==> src/rtl/ex_mem_pkg.sv <==
// Shared bus widths, control encodings and the pipeline-register action type
// used by the inter-stage registers of the 5-stage core.
package ex_mem_pkg;

  localparam logic RST_ENABLE    = 1'b1;
  localparam logic STOP          = 1'b1;
  localparam logic NO_STOP       = 1'b0;
  localparam logic WRITE_DISABLE = 1'b0;

  localparam int REG_BUS_W      = 32;
  localparam int REG_ADDR_BUS_W = 5;
  localparam int ALU_OP_BUS_W   = 8;
  localparam int CNT_BUS_W      = 2;

  localparam int NOP_REG_ADDR = 0;
  localparam int EXE_NOP_OP   = 0;

  localparam int STALL_W   = 6;
  localparam int STALL_EX  = 3;
  localparam int STALL_MEM = 4;

  typedef enum logic [1:0] {
    ACT_CLEAR  = 2'd0,
    ACT_BUBBLE = 2'd1,
    ACT_LOAD   = 2'd2,
    ACT_HOLD   = 2'd3
  } pipe_act_e;

endpackage

==> src/rtl/ex_mem_pipe_reg_ctl.sv <==
// Decodes reset and the stall bits of a stage and its successor into the
// action a pipeline register takes on the next edge.
module pipe_reg_ctl
  import ex_mem_pkg::*;
(
  input  logic      i_rst,
  input  logic      i_stall_self,
  input  logic      i_stall_next,
  output pipe_act_e o_act
);

  // Stage stalled while its successor runs: successor must see a bubble.
  // Self running with successor stalled is illegal and resolves to load.
  always_comb begin
    o_act = ACT_HOLD;
    if (i_rst == RST_ENABLE)
      o_act = ACT_CLEAR;
    else if (i_stall_self == STOP && i_stall_next == NO_STOP)
      o_act = ACT_BUBBLE;
    else if (i_stall_self == NO_STOP)
      o_act = ACT_LOAD;
    else
      o_act = ACT_HOLD;
  end

endmodule

==> src/rtl/ex_mem.sv <==
// EX/MEM pipeline register: forwards EX results to MEM and returns the
// two-cycle MADD/MSUB accumulator state to EX while EX is stalled.
module ex_mem
  import ex_mem_pkg::*;
#(
  parameter int DATA_W     = REG_BUS_W,
  parameter int REG_ADDR_W = REG_ADDR_BUS_W,
  parameter int ALUOP_W    = ALU_OP_BUS_W,
  parameter int CNT_W      = CNT_BUS_W
) (
  input  logic                  clk,
  input  logic                  rst,
  input  logic [STALL_W-1:0]    stall,
  input  logic [REG_ADDR_W-1:0] ex_wd,
  input  logic                  ex_wreg,
  input  logic [DATA_W-1:0]     ex_wdata,
  input  logic [DATA_W-1:0]     ex_hi,
  input  logic [DATA_W-1:0]     ex_lo,
  input  logic                  ex_whilo,
  input  logic [ALUOP_W-1:0]    ex_aluop,
  input  logic [DATA_W-1:0]     ex_mem_addr,
  input  logic [DATA_W-1:0]     ex_reg2,
  input  logic [2*DATA_W-1:0]   ex_hilo_temp,
  input  logic [CNT_W-1:0]      ex_cnt,
  output logic [REG_ADDR_W-1:0] mem_wd,
  output logic                  mem_wreg,
  output logic [DATA_W-1:0]     mem_wdata,
  output logic [DATA_W-1:0]     mem_hi,
  output logic [DATA_W-1:0]     mem_lo,
  output logic                  mem_whilo,
  output logic [ALUOP_W-1:0]    mem_aluop,
  output logic [DATA_W-1:0]     mem_mem_addr,
  output logic [DATA_W-1:0]     mem_reg2,
  output logic [2*DATA_W-1:0]   hilo_temp_o,
  output logic [CNT_W-1:0]      cnt_o
);

  pipe_act_e w_act;

  logic [REG_ADDR_W-1:0] r_wd_p1;
  logic                  r_wreg_p1;
  logic [DATA_W-1:0]     r_wdata_p1;
  logic [DATA_W-1:0]     r_hi_p1;
  logic [DATA_W-1:0]     r_lo_p1;
  logic                  r_whilo_p1;
  logic [ALUOP_W-1:0]    r_aluop_p1;
  logic [DATA_W-1:0]     r_mem_addr_p1;
  logic [DATA_W-1:0]     r_reg2_p1;
  logic [2*DATA_W-1:0]   r_hilo_temp_p1;
  logic [CNT_W-1:0]      r_cnt_p1;

  pipe_reg_ctl u_ctl (
    .i_rst        (rst),
    .i_stall_self (stall[STALL_EX]),
    .i_stall_next (stall[STALL_MEM]),
    .o_act        (w_act)
  );

  // ---- EX -> MEM boundary ----
  always_ff @(posedge clk) begin
    unique case (w_act)
      ACT_CLEAR, ACT_BUBBLE: begin
        r_wd_p1       <= REG_ADDR_W'(NOP_REG_ADDR);
        r_wreg_p1     <= WRITE_DISABLE;
        r_wdata_p1    <= '0;
        r_hi_p1       <= '0;
        r_lo_p1       <= '0;
        r_whilo_p1    <= WRITE_DISABLE;
        r_aluop_p1    <= ALUOP_W'(EXE_NOP_OP);
        r_mem_addr_p1 <= '0;
        r_reg2_p1     <= '0;
      end
      ACT_LOAD: begin
        r_wd_p1       <= ex_wd;
        r_wreg_p1     <= ex_wreg;
        r_wdata_p1    <= ex_wdata;
        r_hi_p1       <= ex_hi;
        r_lo_p1       <= ex_lo;
        r_whilo_p1    <= ex_whilo;
        r_aluop_p1    <= ex_aluop;
        r_mem_addr_p1 <= ex_mem_addr;
        r_reg2_p1     <= ex_reg2;
      end
      ACT_HOLD: ;
    endcase
  end

  // ---- EX -> EX feedback: accumulator kept only while EX sits in a bubble ----
  always_ff @(posedge clk) begin
    unique case (w_act)
      ACT_CLEAR, ACT_LOAD: begin
        r_hilo_temp_p1 <= '0;
        r_cnt_p1       <= '0;
      end
      ACT_BUBBLE: begin
        r_hilo_temp_p1 <= ex_hilo_temp;
        r_cnt_p1       <= ex_cnt;
      end
      ACT_HOLD: ;
    endcase
  end

`ifndef SYNTHESIS
  always_ff @(posedge clk) begin
    if (rst != RST_ENABLE)
      assert (!(stall[STALL_EX] == NO_STOP && stall[STALL_MEM] == STOP))
        else $error("ex_mem: illegal stall vector %b (EX released before MEM)", stall);
  end
`endif

  assign mem_wd       = r_wd_p1;
  assign mem_wreg     = r_wreg_p1;
  assign mem_wdata    = r_wdata_p1;
  assign mem_hi       = r_hi_p1;
  assign mem_lo       = r_lo_p1;
  assign mem_whilo    = r_whilo_p1;
  assign mem_aluop    = r_aluop_p1;
  assign mem_mem_addr = r_mem_addr_p1;
  assign mem_reg2     = r_reg2_p1;
  assign hilo_temp_o  = r_hilo_temp_p1;
  assign cnt_o        = r_cnt_p1;

endmodule
==> config.mk <==
export PLATFORM = sky130hd
export DESIGN_NAME = ex_mem
export DESIGN_NICKNAME = d
export VERILOG_FILES = /design/src/rtl/ex_mem_pkg.sv /design/src/rtl/ex_mem_pipe_reg_ctl.sv /design/src/rtl/ex_mem.sv
export SDC_FILE = /design/constraint.sdc
export NUM_CORES = 1
export LEC_CHECK = 0
export ABC_AREA = 1
export ABC_CLOCK_PERIOD_IN_PS = 22900
export CAP_MARGIN = 15
export CORE_AREA = 8 8 186 188
export CTS_CLUSTER_SIZE = 24
export DETAILED_ROUTE_END_ITERATION = 8
export DIE_AREA = 0 0 194 196
export PLACE_DENSITY_LB_ADDON = 0.2
export SLEW_MARGIN = 20
export SYNTH_ARGS = -nofsm -noshare
export SYNTH_HDL_FRONTEND = slang
export SYNTH_SLANG_ARGS = --single-unit
==> constraint.sdc <==
create_clock -name clk -period 22.9 [get_ports clk]
set_input_delay 2.29 -clock clk [delete_from_list [all_inputs] [get_ports clk]]
set_output_delay 2.29 -clock clk [all_outputs]
set_load 0.01 [all_outputs]
==> results of run 1 <==
area by class of cell:
type	instances	area (um^2)
antenna	3	7.51
clock buffer	32	737
clock inverter	20	254
fill	2773	15600
inverter	243	912
multi-input combinational	244	1690
sequential	241	7240
tap	408	510
timing repair buffer	491	4910
final timing paths:
kind / endpoint / from / cells past startpoint / slack [ps]
setup / recovery: mem_mem_addr[21] / stall[3] / 4 / 18490
hold / removal: mem_mem_addr[19] / ex_mem_addr[19] / 3 / 2390
sequential cells by signal, indices dropped and copies added, names as in the netlist:
register and flops:
mem_hi 32, mem_mem_addr 32, mem_whilo 1, mem_reg2 32, mem_lo 32, cnt_o 2, mem_aluop 8, mem_wreg 1
hilo_temp_o 64, mem_wdata 32, mem_wd 5
per-stage QoR:
| stage | cell area (um^2) | util, % | cells | hold slack (ps) | worst slack, ps |
|---|---|---|---|---|---|
| detailed placement | 15300 | 47.9 | 1627 | 2940 | 17920 |
| global placement | 15300 | 47.9 | 1627 | 2930 | 17920 |
| floorplan | 10200 | - | 755 | 2500 | 12660 |
| global route | 16300 | 51.0 | 1682 | 2370 | 18350 |
| finish | 16300 | 51.0 | 1682 | 2390 | 18490 |
| CTS | 16300 | 51.0 | 1679 | 2350 | 18500 |
layout by cell type (no fill, tap or decap):
cell | netlist | routed
buf_12 | 11 | 1
bufinv_16 | 0 | 6
nor2_4 | 100 | 100
clkinv_4 | 0 | 2
nand3_4 | 0 | 1
clkdlybuf4s50_1 | 0 | 485
diode_2 | 0 | 3
clkinv_2 | 0 | 9
buf_4 | 0 | 5
clkinv_1 | 0 | 3
clkbuf_16 | 0 | 29
or2_4 | 0 | 1
clkbuf_1 | 4 | 3
inv_1 | 243 | 243
edfxtp_1 | 241 | 241
nand3_2 | 0 | 1
nor2_1 | 141 | 141
per-layer routing:
layer / part of all wire, % / global-route usage (%)
met3: 12 / 8.17
met2: 48 / 26.4
met1: 35 / 16.2
met4: 3.8 / 6.51
met5: 0.14 / 0
worst min-delay path: stages:
cell and delay, ps:
clkdlybuf4s50_1 390, inv_1 50, nor2_1 40
kinds of logic (layout without fill, tap and decap cells):
kind of cell,count (synthesis),count (layout),synth area share (%)
buffers and inverters,270,786,12.3
other,0,3,0
and+or+nand+nor,244,244,16.5
DFF,241,241,71.2
power by group through the flow:
stage | sequential (mW) | combinational (mW) | clock [mW]
finish | 0.526 | 0.167 | 0.478
global route | 0.529 | 0.179 | 0.509
CTS | 0.526 | 0.170 | 0.494
detailed placement | 0.535 | 0.170 | 0
global placement | 0.534 | 0.169 | 0
floorplan | 0.557 | 0.0409 | 0
==> summary.txt, run 1 <==
Route
  • WL/cell: roughly 18 um
  • Post-route DRC: 0
  • DRT Pass-1 Iters: 4
  • 1st-iter DRT viols: around 240
  • Antenna-violating nets left: 0
  • Total number of vias: 6792
  • Routed WL: 30.8 mm
  • Vias/cell: about 4.0

Setup path
  • Arrival @ worst endpoint: 4660 ps
  • CP max stage delay: 870 ps
  • Worst Path Max Fanout: 59
  • Crit-path slowest cell: buf_4
  • CP Class: input port to flip-flop
  • CP Cell Sequence: clkdlybuf4s50_1 > or2_4 > buf_4 > nor2_1
  • Critical Path Source Type: input port
  • Delay-heaviest family, CP: buffers and inverters
  • Crit path buf inv count: 2
  • Worst setup EP type: flip-flop
  • Req. time, crit path: 23150 ps

GRT
  • Largest net degree at the start of global routing: slightly above 80
  • Initial antenna violation count: 6
  • GRT overflow: 0
  • Tot GR Track Use: 15.6%
  • Global-route wire length before repair: roughly 45 mm
  • Number of global-route vias before repair: 7172

Power
  • Leak pwr: between 6 and 7 nW
  • Combinational power share: between 10% and 20%
  • Maximum vdd drop: approximately 0.054 mV
  • Reg power frac: ~45%
  • Sw frac: between 20% and 30%
  • Cell-internal power: 0.911 mW
  • Net switching power: between 0.2 and 0.3 mW
  • Tot Pwr: approximately 1.2 mW
  • Clock power share: between 40% and 50%
  • Power per cell area: a little over 70 mW/mm^2

Die
  • Total Die Area: around 0.038 mm^2
  • Core box area: about 0.032 mm^2
  • Starting Density: a little under a third
  • Die X: 194 um
  • Die Y: about 200 um
  • IO Pins: ~500
  • FP Rows: 66

Synthesis
  • Async SR Flop Fraction: 0%
  • Dominant synthesized flop cell: edfxtp_1
  • Post-synth EDFFs: approximately 240
  • Commonest cells post-synth: inv_1, edfxtp_1, nor2_1
  • Sequential share of the synthesized area: around 71%
  • Yosys top cell area share: 71.2%
  • Mapped Nets: around 1000
  • Seq cells post-synth: 241
  • Syn_area_per_cell: between 10 and 15 um^2
  • Number of distinct library cells after synthesis: 10
  • Post-synthesis instance area: 0.0102 mm^2
  • Yosys warns: 0
  • Top cells by area, synth: edfxtp_1, nor2_4, inv_1
  • Syn Inst Count: between 700 and 800
  • Count leader, synth: inv_1
  • Synth area leader: edfxtp_1

Outcome
  • Status: completed

Place
  • Post-DP HPWL: between 20 and 25 mm
  • GP Congestion: a little under 0.8
  • PortBufs: between 400 and 500

STA
  • Maximum clock rate: 227 MHz
  • Final hold vios: 0
  • Final period utilization: around 19%
  • Max-slew headroom: between 20% and 30%
  • Tmin final: between 4000 and 5000 ps
  • Final number of setup-violating endpoints: 0
  • RSZ-0062 raised after global routing: false
  • Worst-Margin Slew: approximately 1100 ps
  • Setup Total Neg Slack: 0 ps
  • Slew Viols, Final: 0

CTS
  • Clock transition at path regs: roughly 60 ps
  • CTS HTree Levels: 1
  • CTS sink count: ~240
  • CTS root buf: clkbuf_16
  • Gates resized, CTS repair: 0
  • Post-cts hold buffer count: 0
  • CTS buffer count: 28
  • CTS tree: yes
  • Clk buf depth: 3
  • Setup bufs post-CTS: 0

Worst hold path
  • Worst Hold Class: input port to flip-flop

Job
  • Max-Cap Viols: 0

Layout
  • Final #Nets: ~1500
  • Synthesis-to-layout area growth: 60.1%
  • Share of cells above drive strength 1: ~12%
(Power assumes the default switching activity.)
==> run 2: changes to the inputs <==
--- a/config.mk
+++ b/config.mk
@@ -6,12 +6,12 @@
 export NUM_CORES = 1
 export LEC_CHECK = 0
 export ABC_AREA = 1
-export ABC_CLOCK_PERIOD_IN_PS = 22900
+export ABC_CLOCK_PERIOD_IN_PS = 4200
 export CAP_MARGIN = 15
-export CORE_AREA = 8 8 186 188
+export CORE_AREA = 8 8 187 189
 export CTS_CLUSTER_SIZE = 24
 export DETAILED_ROUTE_END_ITERATION = 8
-export DIE_AREA = 0 0 194 196
+export DIE_AREA = 0 0 195 197
 export PLACE_DENSITY_LB_ADDON = 0.2
 export SLEW_MARGIN = 20
 export SYNTH_ARGS = -nofsm -noshare
==> constraint.sdc (replaced) <==
create_clock -name clk -period 4.2 [get_ports clk]
set_input_delay 0.42 -clock clk [delete_from_list [all_inputs] [get_ports clk]]
set_output_delay 0.42 -clock clk [all_outputs]
set_load 0.01 [all_outputs]
==> run 2 against run 1 <==
Largest cell class unchanged. Critical path depth fell by 1. Flip-flop and latch count stayed put. Sequential share of layout area grew 0.096 points.
==> summary.txt, run 2 (synthesized netlist as in run 1, its figures left out) <==
Setup path
  • Worst setup EP type: flip-flop
  • Crit-path slowest cell: nand3_4
  • CP Cell Sequence: clkdlybuf4s50_1 > nand3_4 > buf_4
  • Delay-heaviest family, CP: buffers and inverters
  • Critical Path Source Type: input port
  • CP Class: input port to flip-flop
  • CP max stage delay: 730 ps (-140 ps)
  • Arrival @ worst endpoint: 2290 ps (-2370 ps)
  • Req. time, crit path: 4460 ps (-18690 ps)
  • Crit path buf inv count: 2 (unchanged)
  • Worst Path Max Fanout: 61 (+3.4%)

CTS
  • Post-cts hold buffer count: 0 (unchanged)
  • CTS root buf: clkbuf_16
  • CTS tree: yes
  • Gates resized, CTS repair: 0 (unchanged)
  • CTS buffer count: 27 (-3.6%)
  • Clock transition at path regs: 60 ps (about the same)
  • CTS HTree Levels: 1 (unchanged)
  • CTS sink count: 241 (unchanged)
  • Clk buf depth: 3 (unchanged)
  • Setup bufs post-CTS: 0 (unchanged)

Job
  • Max-Cap Viols: 0 (unchanged)

Layout
  • Final #Nets: 1508 (+0.67%)
  • Largest register FFs: 64 (unchanged)
  • Share of cells above drive strength 1: 12.0% (-0.15 points)
  • Post-route design area: 0.0162 mm^2 (-0.22%)
  • FF/Latch Area: 0.00724 mm^2 (unchanged)
  • Area occupied by multi-input gates: 0.00169 mm^2 (unchanged)
  • Commonest non-fill, non-tap cells in the layout: clkdlybuf4s50_1, inv_1, edfxtp_1, nor2_1, nor2_4
  • Commonest non-fill, non-tap cell in the layout: clkdlybuf4s50_1
  • Synthesis-to-layout area growth: 59.7%
  • Fillers: 2861 (+3.2%)

Worst hold path
  • Worst Hold Class: input port to flip-flop

Die
  • FP Rows: 66 (unchanged)
  • Die Y: 197 um (+0.51%)
  • IO Pins: 490 (unchanged)
  • Total Die Area: 0.0384 mm^2 (+1.0%)
  • Die X: 195 um (+0.52%)
  • Starting Density: 31.7% (-0.16 points)
  • Core box area: 0.0320 mm^2 (+0.52%)

Power
  • Sw frac: 23.0% (+0.84 points)
  • Leak pwr: 6.92 nW (-0.44%)
  • Reg power frac: 48.0% (+3.1 points)
  • Clock power share: 36.5% (-4.3 points)
  • Net switching power: 1.37 mW (+430%)
  • Maximum vdd drop: 0.274 mV (+400%)
  • Cell-internal power: 4.59 mW (+400%)
  • Power per cell area: 367 mW/mm^2 (+410%)
  • Combinational power share: 15.5% (+1.2 points)

GRT
  • Initial antenna violation count: 2 (-4)
  • GRT overflow: 0 (unchanged)
  • Largest net degree at the start of global routing: 73 (-9.9%)
  • Global-route wire length before repair: 44.9 mm (-0.99%)
  • Number of global-route vias before repair: 7054 (-1.6%)
  • Tot GR Track Use: 15.3% (-0.35 points)

Route
  • Vias/cell: 3.94 (-2.5%)
  • Total number of vias: 6649 (-2.1%)
  • WL/cell: 18.0 um (-1.4%)
  • 1st-iter DRT viols: 206 (-13%)
  • Post-route DRC: 0 (unchanged)
  • Antenna-violating nets left: 0 (unchanged)
  • Routed WL: 30.5 mm (-1.1%)
  • DRT Pass-1 Iters: 4 (unchanged)

Place
  • Post-DP HPWL: 23.7 mm (+1.6%)
  • Placed Instance Area: 0.0154 mm^2 (+1.0%)
  • PortBufs: 485 (unchanged)
  • Post-place setup slack: 1570 ps (-16340 ps)
  • GP Congestion: 0.794 (+0.44%)

STA
  • Max-slew headroom: 35.4% (+6.4 points)
  • Hold Slack: 523 ps (-1870 ps)
  • Worst-Margin Slew: 969 ps (-95.5 ps)
  • Fin worst setup slack: 2170 ps (-16320 ps)
  • Setup Total Neg Slack: 0 ps (unchanged)
  • Maximum clock rate: roughly 500 MHz
  • Final number of setup-violating endpoints: 0 (unchanged)
  • Final hold vios: 0 (unchanged)
  • Tmin final: 2030 ps
  • Final period utilization: 48.4%
  • Slew Viols, Final: 0 (unchanged)
  • RSZ-0062 raised after global routing: false

Outcome
  • Status: completed
-- run 2: cell types whose count changed in the layout (fill, tap and decap cells not counted), moves of 4 or more --
cell	previous run	this run
clkbuf_1	3	8
buf_4	5	10
clkinv_2	9	2
bufinv_16	6	1
buf_12	1	7
clkinv_1	3	7
-- run 2: cell type report --
class,instances,area share [%]
sequential,241,44.6
timing repair buffer,502,31.2
multi-input combinational,244,10.4
inverter,243,5.62
clock buffer,35,4.35
tap,408,3.15
clock inverter,14,0.601
antenna,1,0.0154
-- run 2: power by group through the flow --
stage                     combinational, mW  sequential, mW  clock, mW
after floorplan                       0.224            3.02          0
after global placement                0.937            2.91          0
after detailed placement              0.941            2.91          0
after CTS                             0.944            2.86       2.25
after global routing                  0.989            2.88       2.33
final                                 0.924            2.86       2.18
-- run 2: final timing paths --
kind / depth (start not counted) / to / from
setup / recovery: 3 / hilo_temp_o[44] / stall[3]
hold / removal: 3 / cnt_o[1] / ex_cnt[1]
-- run 2: layer usage --
layer	global-route usage, %	vias up	wire [um]
met5	0	-	13
met2	27.8	268	16100
li1	-	3280	-
met3	6.96	29	3300
met4	3.68	2	483
met1	15.9	3070	10600
-- run 2: metrics by stage --
stage	utilization (%)	power, mW	cells
finish	50.6	5.96	1688
global route	50.6	6.20	1688
CTS	50.6	6.05	1687
detailed placement	48.1	3.85	1638
global placement	48.1	3.84	1638
floorplan	-	3.24	755
==> run 3: changes to the inputs <==
--- a/config.mk
+++ b/config.mk
@@ -6,12 +6,12 @@
 export NUM_CORES = 1
 export LEC_CHECK = 0
 export ABC_AREA = 1
-export ABC_CLOCK_PERIOD_IN_PS = 4200
+export ABC_CLOCK_PERIOD_IN_PS = 1630
 export CAP_MARGIN = 15
-export CORE_AREA = 8 8 187 189
+export CORE_AREA = 8 8 185 187
 export CTS_CLUSTER_SIZE = 24
 export DETAILED_ROUTE_END_ITERATION = 8
-export DIE_AREA = 0 0 195 197
+export DIE_AREA = 0 0 193 195
 export PLACE_DENSITY_LB_ADDON = 0.2
 export SLEW_MARGIN = 20
 export SYNTH_ARGS = -nofsm -noshare
==> constraint.sdc (replaced) <==
create_clock -name clk -period 1.63 [get_ports clk]
set_input_delay 0.163 -clock clk [delete_from_list [all_inputs] [get_ports clk]]
set_output_delay 0.163 -clock clk [all_outputs]
set_load 0.01 [all_outputs]
==> run 3 against run 2 <==
Final area rose by 2.9%. First-iteration DRC count rose by 15%. Via count rose by 3.0%. Global-route usage rose by 0.20 points. Worst setup slack got worse by 2100 ps. Clock power rose to 2.6 times the previous value. Combinational power rose to 2.6 times the previous value. Flip-flop and latch count did not move. Largest cell class unchanged. Largest power group unchanged. Highest routed layer unchanged.
==> summary.txt, run 3 (synthesized netlist as in run 1, its figures left out) <==
Setup path
  • CP Class: flip-flop to primary output
  • Worst setup EP type: primary output
  • Critical Path Source Type: flip-flop
  • Req. time, crit path: 1470 ps (-2990 ps)
  • CP Launch Point: hilo_temp_o[7]
  • Crit-path slowest cell: clkdlybuf4s50_1
  • Arrival @ worst endpoint: 1420 ps (-870 ps)
  • Crit path buf inv count: 1 (-1)
  • CP Cell Sequence: clkdlybuf4s50_1
  • CP max stage delay: 550 ps (-180 ps)
  • Worst Path Max Fanout: 1 (-98%)
  • Delay-heaviest family, CP: buffers and inverters

STA
  • Final number of setup-violating endpoints: 0 (unchanged)
  • Tmin final: 1590 ps
  • Maximum clock rate: approximately 630 MHz
  • Slew Viols, Final: 0 (unchanged)
  • Max-slew headroom: 81.4% (+46 points)
  • Hold Slack: 258 ps (-265 ps)
  • Final period utilization: a little over nine tenths
  • Final hold vios: 0 (unchanged)
  • Worst-Margin Slew: 280 ps (-689 ps)
  • RSZ-0062 raised after global routing: false

Layout
  • Commonest non-fill, non-tap cell in the layout: clkdlybuf4s50_1
  • Final #Nets: 1543 (+2.3%)
  • Commonest non-fill, non-tap cells in the layout: clkdlybuf4s50_1, inv_1, edfxtp_1, nor2_1, nor2_4
  • Share of cells above drive strength 1: 14.5% (+2.5 points)
  • Largest register FFs: 64 (unchanged)
  • Synthesis-to-layout area growth: 64.3%

Die
  • IO Pins: 490 (unchanged)
  • Die Y: 195 um (-1.0%)
  • Total Die Area: 0.0376 mm^2 (-2.0%)
  • FP Rows: 65 (-1.5%)
  • Core box area: 0.0312 mm^2 (-2.5%)
  • Starting Density: 32.5% (+0.82 points)
  • Die X: 193 um (-1.0%)

GRT
  • GRT overflow: 0 (unchanged)
  • Largest net degree at the start of global routing: 38 (-48%)
  • Number of global-route vias before repair: 7228 (+2.5%)
  • Initial antenna violation count: 5 (+3)
  • Global-route wire length before repair: 44.2 mm (-1.6%)
  • Tot GR Track Use: 15.5% (+0.20 points)

Outcome
  • Status: completed

Place
  • PortBufs: 485 (unchanged)
  • GP Congestion: 0.769 (-3.2%)
  • Post-DP HPWL: 24.0 mm (+1.1%)

Route
  • Routed WL: 30.3 mm (-0.64%)
  • Antenna-violating nets left: 0 (unchanged)
  • Post-route DRC: 0 (unchanged)
  • WL/cell: 17.6 um (-2.4%)
  • Vias/cell: 3.98 (+1.2%)
  • DRT Pass-1 Iters: 4 (unchanged)
  • 1st-iter DRT viols: 237 (+15%)
  • Total number of vias: 6846 (+3.0%)

CTS
  • CTS root buf: clkbuf_16
  • CTS tree: yes
  • Clock transition at path regs: 60 ps (about the same)
  • Clk buf depth: 3 (unchanged)
  • CTS sink count: 241 (unchanged)
  • Setup bufs post-CTS: 0 (unchanged)
  • CTS buffer count: 28 (+3.7%)
  • CTS HTree Levels: 1 (unchanged)

Job
  • Max-Cap Viols: 0 (unchanged)

Worst hold path
  • Worst min-delay path startpoint: ex_hilo_temp[6]
  • Worst Hold Class: input port to flip-flop

Power
  • Power per cell area: 919 mW/mm^2 (+150%)
  • Leak pwr: 7.95 nW (+15%)
  • Tot Pwr: 15.3 mW (+160%)
  • Maximum vdd drop: 0.738 mV (+170%)
[run 3: changes by cell type in the layout (fill, tap and decap cells not counted), moves of 3 or more]
cell             delta
dlygate4sd2_1      +84
dlymetal6s2s_1     +32
buf_12             +18
clkdlybuf4s50_1   -116
buf_4              +16
clkinv_2            +3
[run 3: area by class of cell]
class                      instances  area [um^2]
antenna                            3         7.51
clock buffer                      34          723
timing repair buffer             536         5530
inverter                         243          925
multi-input combinational        244         1690
fill                            2729        14500
clock inverter                    15         83.8
sequential                       241         7240
tap                              402          503
[run 3: where the power goes]
group	total [mW]	switching [mW]	internal, mW
logic	2.38	1.03	1.35
clock network	5.59	2.45	3.14
registers	7.37	0.108	7.27
total	15.3	3.59	11.8
[run 3: through the flow]
| stage | TNS [ps] | cells | utilization [%] | cell area (um^2) | setup slack [ps] |
|---|---|---|---|---|---|
| 3_5_place_dp | -18110 | 1666 | 50.9 | 15900 | -109 |
| 2_1_floorplan | -306960 | 755 | - | 10200 | -1270 |
| 6_report | 0 | 1718 | 53.5 | 16700 | 43.3 |
| 4_1_cts | 0 | 1715 | 53.2 | 16600 | 0.141 |
| 5_1_grt | 0 | 1718 | 53.5 | 16700 | 0.155 |
| 3_3_place_gp | -14490 | 1666 | 50.9 | 15900 | -94.7 |
[run 3: worst paths after layout]
path | to | slack, ps | depth (start not counted)
min | hilo_temp_o[6] | 260 | 3
max | hilo_temp_o[7] | 40 | 1
[run 3: what timing repair did]
item / 4_1_cts / 5_1_grt
endpoints found under the setup margin: 84 / 32
gates resized for setup: 84 / 32
endpoints found under the hold margin: 0 / 0
hold buffers: 0 / 0
[run 3: layer usage]
metal / part of all wire [%] / track usage (%)
met1: 34 / 15.7
met2: 49 / 27.0
met3: 14 / 7.88
met4: 2.7 / 5.02
met5: 0.11 / 0
